<file path="src/rtl/c_ext_pkg.sv">
// Shared compressed-extension definitions: align-state encoding,
// the compressed-halfword test and the canonical NOP.
package c_ext_pkg;

    typedef enum logic [1:0] {
        ALIGNED = 2'd0,
        HALF    = 2'd1,
        SKIP    = 2'd2
    } align_state_e;

    localparam logic [31:0] NOP = 32'h0000_0013;

    function automatic logic is_comp(input logic [15:0] h);
        return h[1:0] != 2'b11;
    endfunction

endpackage

</file>
<file path="src/rtl/if_align.sv">
// Fetch realigner: splits word-aligned prefetch data into 16/32-bit
// instructions, holding a dangling upper halfword across words.
module if_align
    import c_ext_pkg::*;
#(
    parameter logic [31:0] RESET_PC = 32'h8000_0000
) (
    input  logic        clk,
    input  logic        reset,
    input  logic        pref_valid_i,
    input  logic [31:0] pref_data_i,
    output logic        pref_ready_o,
    input  logic        redirect_i,
    input  logic [31:0] redirect_pc_i,
    input  logic        id_ready_i,
    output logic        instr_valid_o,
    output logic [31:0] instr_o,
    output logic [31:0] instr_pc_o,
    output logic        is_comp_o
);

    align_state_e state_q, state_d;
    logic [31:0]  pc_q, pc_d;
    logic [15:0]  held_q, held_d;
    logic         valid_q, valid_d;
    logic [31:0]  instr_q, instr_d;
    logic [31:0]  ipc_q, ipc_d;
    logic         comp_q, comp_d;
    logic         take;
    logic         advance;
    logic [15:0]  lo, hi;
    logic         unused_pc0;

    assign lo         = pref_data_i[15:0];
    assign hi         = pref_data_i[31:16];
    assign advance    = !valid_q || id_ready_i;
    assign unused_pc0 = redirect_pc_i[0];

    always_comb begin
        state_d = state_q;
        pc_d    = pc_q;
        held_d  = held_q;
        valid_d = valid_q;
        instr_d = instr_q;
        ipc_d   = ipc_q;
        comp_d  = comp_q;
        take    = 1'b0;
        if (redirect_i) begin
            valid_d = 1'b0;
            held_d  = 16'h0;
            pc_d    = {redirect_pc_i[31:1], 1'b0};
            state_d = redirect_pc_i[1] ? SKIP : ALIGNED;
        end else if (advance) begin
            valid_d = 1'b0;
            unique case (state_q)
                ALIGNED: begin
                    if (pref_valid_i) begin
                        take    = 1'b1;
                        valid_d = 1'b1;
                        ipc_d   = pc_q;
                        if (is_comp(lo)) begin
                            instr_d = {16'h0, lo};
                            comp_d  = 1'b1;
                            held_d  = hi;
                            state_d = HALF;
                            pc_d    = pc_q + 32'd2;
                        end else begin
                            instr_d = pref_data_i;
                            comp_d  = 1'b0;
                            pc_d    = pc_q + 32'd4;
                        end
                    end
                end
                HALF: begin
                    // A compressed held half needs no new word.
                    if (is_comp(held_q)) begin
                        valid_d = 1'b1;
                        ipc_d   = pc_q;
                        instr_d = {16'h0, held_q};
                        comp_d  = 1'b1;
                        state_d = ALIGNED;
                        pc_d    = pc_q + 32'd2;
                    end else if (pref_valid_i) begin
                        take    = 1'b1;
                        valid_d = 1'b1;
                        ipc_d   = pc_q;
                        instr_d = {lo, held_q};
                        comp_d  = 1'b0;
                        held_d  = hi;
                        pc_d    = pc_q + 32'd4;
                    end
                end
                SKIP: begin
                    if (pref_valid_i) begin
                        take    = 1'b1;
                        held_d  = hi;
                        state_d = HALF;
                    end
                end
                default: begin
                    state_d = ALIGNED;
                end
            endcase
        end
    end

    always_ff @(posedge clk) begin
        if (reset) begin
            state_q <= ALIGNED;
            pc_q    <= RESET_PC;
            held_q  <= 16'h0;
            valid_q <= 1'b0;
            instr_q <= NOP;
            ipc_q   <= RESET_PC;
            comp_q  <= 1'b0;
        end else begin
            state_q <= state_d;
            pc_q    <= pc_d;
            held_q  <= held_d;
            valid_q <= valid_d;
            instr_q <= instr_d;
            ipc_q   <= ipc_d;
            comp_q  <= comp_d;
        end
    end

    assign pref_ready_o  = take && !reset;
    assign instr_valid_o = valid_q;
    assign instr_o       = instr_q;
    assign instr_pc_o    = ipc_q;
    assign is_comp_o     = comp_q;

endmodule

</file>
<file path="config.mk">
export PLATFORM = sky130hd
export DESIGN_NAME = if_align
export DESIGN_NICKNAME = d
export VERILOG_FILES = /design/src/rtl/c_ext_pkg.sv /design/src/rtl/if_align.sv
export SDC_FILE = /design/constraint.sdc
export NUM_CORES = 1
export LEC_CHECK = 0
export ABC_AREA = 0
export BUFFER_PORTS_ARGS = -buffer_cell sky130_fd_sc_hd__buf_2
export CORE_MARGIN = 1
export CORE_UTILIZATION = 55
export CTS_BUF_LIST = sky130_fd_sc_hd__clkbuf_4 sky130_fd_sc_hd__clkbuf_8
export DETAILED_ROUTE_END_ITERATION = 12
export HOLD_SLACK_MARGIN = 0.08
export PLACE_DENSITY = 0.82
export RECOVER_POWER = 100
export SLEW_MARGIN = 20
export SYNTH_ARGS = -nofsm -noshare
export SYNTH_HDL_FRONTEND = slang
export SYNTH_SLANG_ARGS = --single-unit
</file>
<file path="constraint.sdc">
create_clock -name clk -period 3.2 [get_ports clk]
set_clock_uncertainty 0.15 [all_clocks]
set_input_delay 0.32 -clock clk [delete_from_list [all_inputs] [get_ports clk]]
set_output_delay 0.32 -clock clk [all_outputs]
set_load 0.1 [all_outputs]
</file>
==> results of run 1 <==
==> Yosys cell counts, drive strengths merged, types with 8 or more instances <==
master   instances
o21a            11
buf             12
a21oi            8
nor2            99
mux2i           65
o2111ai          8
a221oi          15
nor4            11
clkbuf          31
nand2           25
o21ai           17
or3              8
dfxtp          115
a211oi          22
and3             9
nor3            27
xnor2           13
==> registers in the layout (all words and copies together) (netlist names) <==
signal,count
instr_valid_o,1
state_q,2
is_comp_o,1
pc_q,31
held_q,16
instr_o,32
instr_pc_o,32
==> power groups by stage <==
| stage | combinational [W] | sequential, W | clock (W) |
|---|---|---|---|
| finish | 0.000981 | 0.00161 | 0.00140 |
| global route | 0.00103 | 0.00162 | 0.00148 |
| CTS | 0.000982 | 0.00160 | 0.00141 |
| detailed placement | 0.000921 | 0.00163 | 0 |
| global placement | 0.000907 | 0.00163 | 0 |
| floorplan | 0.000338 | 0.00201 | 0 |
==> worst max-delay path, stage by stage, from the launching register on <==
cell	delay (ps)
sky130_fd_sc_hd__dfxtp_1	330
sky130_fd_sc_hd__inv_1	100
sky130_fd_sc_hd__ha_1	220
sky130_fd_sc_hd__and3_1	390
sky130_fd_sc_hd__buf_4	340
sky130_fd_sc_hd__nor3_1	110
sky130_fd_sc_hd__nor4_4	140
sky130_fd_sc_hd__clkbuf_4	370
==> how the worst max path moves through the flow <==
stage	to	slack, ps	cells after the start
after CTS	pref_ready_o	380	7
after global placement	pc_q[5]$_SDFFE_PP0P_	720	4
final	pref_ready_o	280	7
after global routing	pref_ready_o	130	7
after detailed placement	pc_q[30]$_SDFFE_PP0P_	630	7
after floorplan	pref_ready_o	230	7
==> per-layer routing <==
metal | share of wire | vias up
met2 | 0.49 | 280
li1 | - | 2482
met5 | 0 | -
met1 | 0.41 | 2464
met3 | 0.071 | 56
met4 | 0.028 | 0
==> metrics by stage <==
step / cells / hold WS (ps)
3_5_place_dp: 812 / 309.2
6_report: 902 / 64.72
4_1_cts: 902 / 80.92
5_1_grt: 902 / 87.78
2_1_floorplan: 579 / 278.6
3_3_place_gp: 812 / 290.8
==> area by class of cell <==
class,count,area (um^2),share of cell area
multi-input combinational,412,2804,0.4022
sequential,115,2302,0.3302
tap,129,161.4,0.02315
clock buffer,17,234.0,0.03356
timing repair buffer,205,1264,0.1813
clock inverter,15,172.7,0.02477
inverter,9,33.78,0.004846
==> logic make-up after synthesis <==
group | synth area share
flops | 0.4340
xor+xnor | 0.02311
fa+ha+maj | 0.01415
compound gates | 0.1594
simple gates | 0.2057
mux | 0.1226
buf+inv | 0.04104
==> timing repair <==
action	in CTS	in global routing
setup buffers	0	0
hold endpoints to repair	62	0
resized for setup	0	0
hold buffers	58	0
==> results.cfg, run 1 <==
[outcome]
status = complete, no violations

[cts]
cts_max_level = 4
clock_insertion_delay_worst_skew_ps = 440
cts_inserted_buffers = 17
clock_path_buffers = 2
tritoncts_clock_tree = built
worst_setup_hold_path_clk_slew_ps = 90
clock_tree.root_cell = sky130_fd_sc_hd__clkbuf_8
cts_num_sinks = 115

[floorplan]
design.die.area_mm2 = 0.01004
initial_core_util = 0.5714
row_count = 35
boundaryPins = 136
fp.coreArea_mm2 = 0.009284
die-width_um = 100.2
die_height_um = 100.2

[routing]
drcViolationCount = 0
detail_route.first_pass.iterations = 6
total_via_count_in_the_routed_design = 5282
viasPerCell = 5.856
route.final.wire_length_mm = 15.42
ant_nets = 0
drt-wirelength-per-cell_um = 17.10
detailedRoute.firstIterationViolations = 387

[finish]
insertedDiodeCount = 0
final_nets = 835
utilization = 0.7509
fillers = 677
area_growth_from_synthesis_to_final_layout_pct = 31.42
share_of_post_route_cells_with_drive_strength_above_1 = 0.1604
final_common_cell = sky130_fd_sc_hd__dfxtp_1
layout_common_cells = sky130_fd_sc_hd__dfxtp_1 (115), sky130_fd_sc_hd__nor2_1 (99), sky130_fd_sc_hd__buf_2 (67)
design_area_final_mm2 = 0.006972

[worst_setup_path]
reg2reg_to = instr_pc_o[20]$_SDFFE_PP0P_
crit_path_start = state_q[1]$_SDFFE_PP0P_
critical_path.reg2reg.startpoint = state_q[1]$_SDFFE_PP0P_
worstPathMaxFanout = 20
worstRegToRegCells = 8
ff2ff_setup_slack_ps = 440
worst_ep_required_time_ps = 2730
cp-start-kind = flop
type_of_the_worst_setup_path = reg2out
worstSetupEndpointType = output pin
cp_data_arrival_time_ps = 2450

[synth]
yosys_most_used_dff = sky130_fd_sc_hd__dfxtp_1
synth.avg_cell_area_um2 = 9.163
synthCells = 579
postSynthNetCount = 654
synthArstFlopShare = 0
warnings_from_yosys = 0
synth_top_cells_by_area = sky130_fd_sc_hd__dfxtp_1 (43%), sky130_fd_sc_hd__mux2i_1 (12%), sky130_fd_sc_hd__nor2_1 (6.9%)
synth.top_cell.area_share = 0.4340
post_synth_instance_area_mm2 = 0.005305
number_of_synthesized_flops_with_an_enable_pin = 0
synth_seq_cells = 115
netlist-cell-type-count = 58
synth_top_area_cell = sky130_fd_sc_hd__dfxtp_1
yosysSeqAreaShare = 0.4340

[global_route]
pin_count_of_the_biggest_net_entering_global_routing = 45
global_route.usage.total = 0.3124
grt_pass1_vias = 5219
gr-max-usage-layer = met2
grt_util_met3 = 0.05362
global_route_wire_length_before_repair_mm = 24.72
grt_util_met2 = 0.5342
antenna_found_initial = 0
gr-usage-met1 = 0.3781
gr-total-overflow = 0

[place]
finalWeightedCongestion = 0.8484
port_buffers = 134
dpl.hpwl_mm = 9.367
dp_slack_ps = 634.6
placedInstanceArea_mm2 = 0.006106

[sta]
final-max-slew-violation-count = 0
setup_total_negative_slack_ps = 0
setup_viol = 0
top_achievable_clock_speed_mhz = 342.8
grt_setup_unrepaired = false
share_of_the_clock_period_used_by_the_worst_path_after_layout = 0.9115
worstMarginPinSlew_ps = 1229
slew_limit_headroom = 0.1841
timing.final.crit_period_ps = 2917
final-hold-violation-count = 0
layout_setup_ws_ps = 283.1

[pwr]
power_switching_share = 0.3704
ir_drop_v = 0.0004182
power.share.combinational = 0.246
total_power_w = 0.003982
p_sw_w = 0.001475
power_density_over_cell_area_mw_per_mm2 = 571.2
internal_power_w = 0.002507
share_seq_of_total_power = 0.403
p_leak_nw = 2.711
clock_power_share = 0.350

[worst_hold_path]
startpoint_of_the_most_critical_hold_path = pref_data_i[4]
min-delay-path-class = in2reg
worst_hold_path.num_cells = 3
min_to = instr_o[20]$_SDFFE_PP0P_

[job]
max_cap_violations = 0
No activity file was read; power rests on OpenSTA's default activity.
==> inputs of run 2 (changes only) <==
--- a/config.mk
+++ b/config.mk
@@ -12,2 +12,3 @@
 export CTS_BUF_LIST = sky130_fd_sc_hd__clkbuf_4 sky130_fd_sc_hd__clkbuf_8
+export CTS_CLUSTER_SIZE = 10
 export DETAILED_ROUTE_END_ITERATION = 12
--- a/constraint.sdc
+++ b/constraint.sdc
@@ -4,2 +4,2 @@
 set_output_delay 0.32 -clock clk [all_outputs]
-set_load 0.1 [all_outputs]
+set_load 0.05 [all_outputs]
==> results.cfg, run 2 (synthesis gave the netlist of run 1 again) <==
[cts]
cts_inserted_buffers = 17
cts_num_sinks = 115
clock_insertion_delay_worst_skew_ps = 420
cts_max_level = 4
post_cts_resized = 0
clock_path_buffers = 2
worst_setup_hold_path_clk_slew_ps = 80
tritoncts_clock_tree = built
cts_post_setup_buffers_inserted = 0
clock_tree.root_cell = sky130_fd_sc_hd__clkbuf_8

[sta]
setup_total_negative_slack_ps = 0
slew_limit_headroom = 0.3573
setup_viol = 0
final-hold-violation-count = 0
timing.final.crit_period_ps = 2889
final-max-slew-violation-count = 0
share_of_the_clock_period_used_by_the_worst_path_after_layout = 0.9030
worst_hold_slack_ps = 88.23
worstMarginPinSlew_ps = 964.0
top_achievable_clock_speed_mhz = 346.1
grt_setup_unrepaired = false

[pwr]
power_switching_share = 0.3181
power.share.combinational = 0.194
ir_drop_v = 0.0003576
power_density_over_cell_area_mw_per_mm2 = 560.9
p_leak_nw = 2.711
clock_power_share = 0.394
internal_power_w = 0.002663
p_sw_w = 0.001242
share_seq_of_total_power = 0.412

[worst_setup_path]
cp_data_arrival_time_ps = 3010
type_of_the_worst_setup_path = reg2reg
ff2ff_setup_slack_ps = 310
crit_path_cell_trace = inv_1 > ha_1 > clkbuf_1 > a21boi_0 > o21ai_0 > nor3_4 > buf_4 > mux2i_1 > nor2_1
path_delay_family = buffers and inverters
worst_ep_required_time_ps = 3320
worstSetupEndpointType = flop
slowest_cell_on_the_critical_path = sky130_fd_sc_hd__buf_4
critical_path.n_buffers_inverters = 3
cp-start-kind = flop
worstPathMaxFanout = 32
crit_path_max_incr_delay_ps = 460

[worst_hold_path]
min-delay-path-class = in2reg

[routing]
route.final.wire_length_mm = 15.09
drt-wirelength-per-cell_um = 16.81
viasPerCell = 5.883
drcViolationCount = 0
ant_nets = 0
detail_route.first_pass.iterations = 5
total_via_count_in_the_routed_design = 5283
detailedRoute.firstIterationViolations = 289

[job]
max_cap_violations = 0

[place]
port_buffers = 134
dpl.hpwl_mm = 9.276
finalWeightedCongestion = 0.8674

[finish]
share_of_post_route_cells_with_drive_strength_above_1 = 0.1586
final_common_cell = sky130_fd_sc_hd__dfxtp_1
insertedDiodeCount = 0
area_growth_from_synthesis_to_final_layout_pct = 31.25
final_nets = 831
layout_common_cells = sky130_fd_sc_hd__dfxtp_1 (115), sky130_fd_sc_hd__nor2_1 (99), sky130_fd_sc_hd__clkbuf_1 (68)

[global_route]
antenna_found_initial = 0
global_route.usage.total = 0.3078
gr-total-overflow = 0
grt_pass1_vias = 5235
global_route_wire_length_before_repair_mm = 24.50
pin_count_of_the_biggest_net_entering_global_routing = 69

[floorplan]
die-width_um = 100.2
die_height_um = 100.2
boundaryPins = 136
initial_core_util = 0.5714
row_count = 35
design.die.area_mm2 = 0.01004
fp.coreArea_mm2 = 0.009284

[outcome]
status = complete, no violations
run 2: worst paths after layout:
kind	to	cells past startpoint	start
setup / recovery	instr_pc_o[20]$_SDFFE_PP0P_	9	state_q[1]$_SDFFE_PP0P_
hold / removal	instr_o[21]$_SDFFE_PP0P_	3	pref_data_i[5]
setup reg to reg	instr_pc_o[20]$_SDFFE_PP0P_	9	state_q[1]$_SDFFE_PP0P_
hold reg to reg	instr_o[16]$_SDFFE_PP0P_	2	instr_o[16]$_SDFFE_PP0P_
run 2: cell type report:
cell class                      instances  area (um^2)
Inverter                                9        33.78
Clock buffer                           17        234.0
Tap cell                              129        161.4
Timing Repair Buffer                  201         1216
Fill cell                             684         2321
Multi-Input combinational cell        412         2795
Sequential cell                       115         2302
Clock inverter                         15        220.2
run 2: layer usage:
layer / part of all wire / wire (um) / vias to the layer above / GRT usage
met2: 0.50 / 7503 / 241 / 0.5263
met3: 0.064 / 959 / 41 / 0.06267
met1: 0.41 / 6216 / 2525 / 0.3706
met5: 0 / 0 / - / 0
met4: 0.027 / 413 / 0 / 0.1449
li1: - / - / 2476 / -
run 2: repair_timing:
item                       CTS  global route
setup endpoints to repair    0             0
hold endpoints to repair    56             0
hold buffers                54             0
run 2: power groups by stage:
| stage | Combinational, W | Sequential, W | Clock [W] |
|---|---|---|---|
| 2_1_floorplan | 0.000333 | 0.00181 | 0 |
| 3_3_place_gp | 0.000691 | 0.00163 | 0 |
| 3_5_place_dp | 0.000706 | 0.00163 | 0 |
| 4_1_cts | 0.000762 | 0.00160 | 0.00155 |
| 5_1_grt | 0.000813 | 0.00162 | 0.00163 |
| 6_report | 0.000759 | 0.00161 | 0.00154 |
run 2: worst reg2reg max path: stages (launching register included):
cell                       delay (ps)
sky130_fd_sc_hd__dfxtp_1          330
sky130_fd_sc_hd__inv_1             90
sky130_fd_sc_hd__ha_1             240
sky130_fd_sc_hd__clkbuf_1         430
sky130_fd_sc_hd__a21boi_0         310
sky130_fd_sc_hd__o21ai_0          220
sky130_fd_sc_hd__nor3_4           150
sky130_fd_sc_hd__buf_4            460
sky130_fd_sc_hd__mux2i_1          300
sky130_fd_sc_hd__nor2_1            60
run 2: metrics by stage:
| stage | std cells | utilization | setup slack (ps) | total power, W | instance area (um^2) |
|---|---|---|---|---|---|
| 5_1_grt | 898 | 0.7500 | 112.8 | 0.004062 | 6963 |
| 3_5_place_dp | 811 | 0.6530 | 562.9 | 0.002340 | 6062 |
| 3_3_place_gp | 811 | 0.6530 | 651.2 | 0.002318 | 6062 |
| 2_1_floorplan | 579 | - | 381.4 | 0.002142 | 5311 |
| 4_1_cts | 897 | 0.7601 | 343.3 | 0.003915 | 7057 |
| 6_report | 898 | 0.7500 | 310.5 | 0.003905 | 6963 |
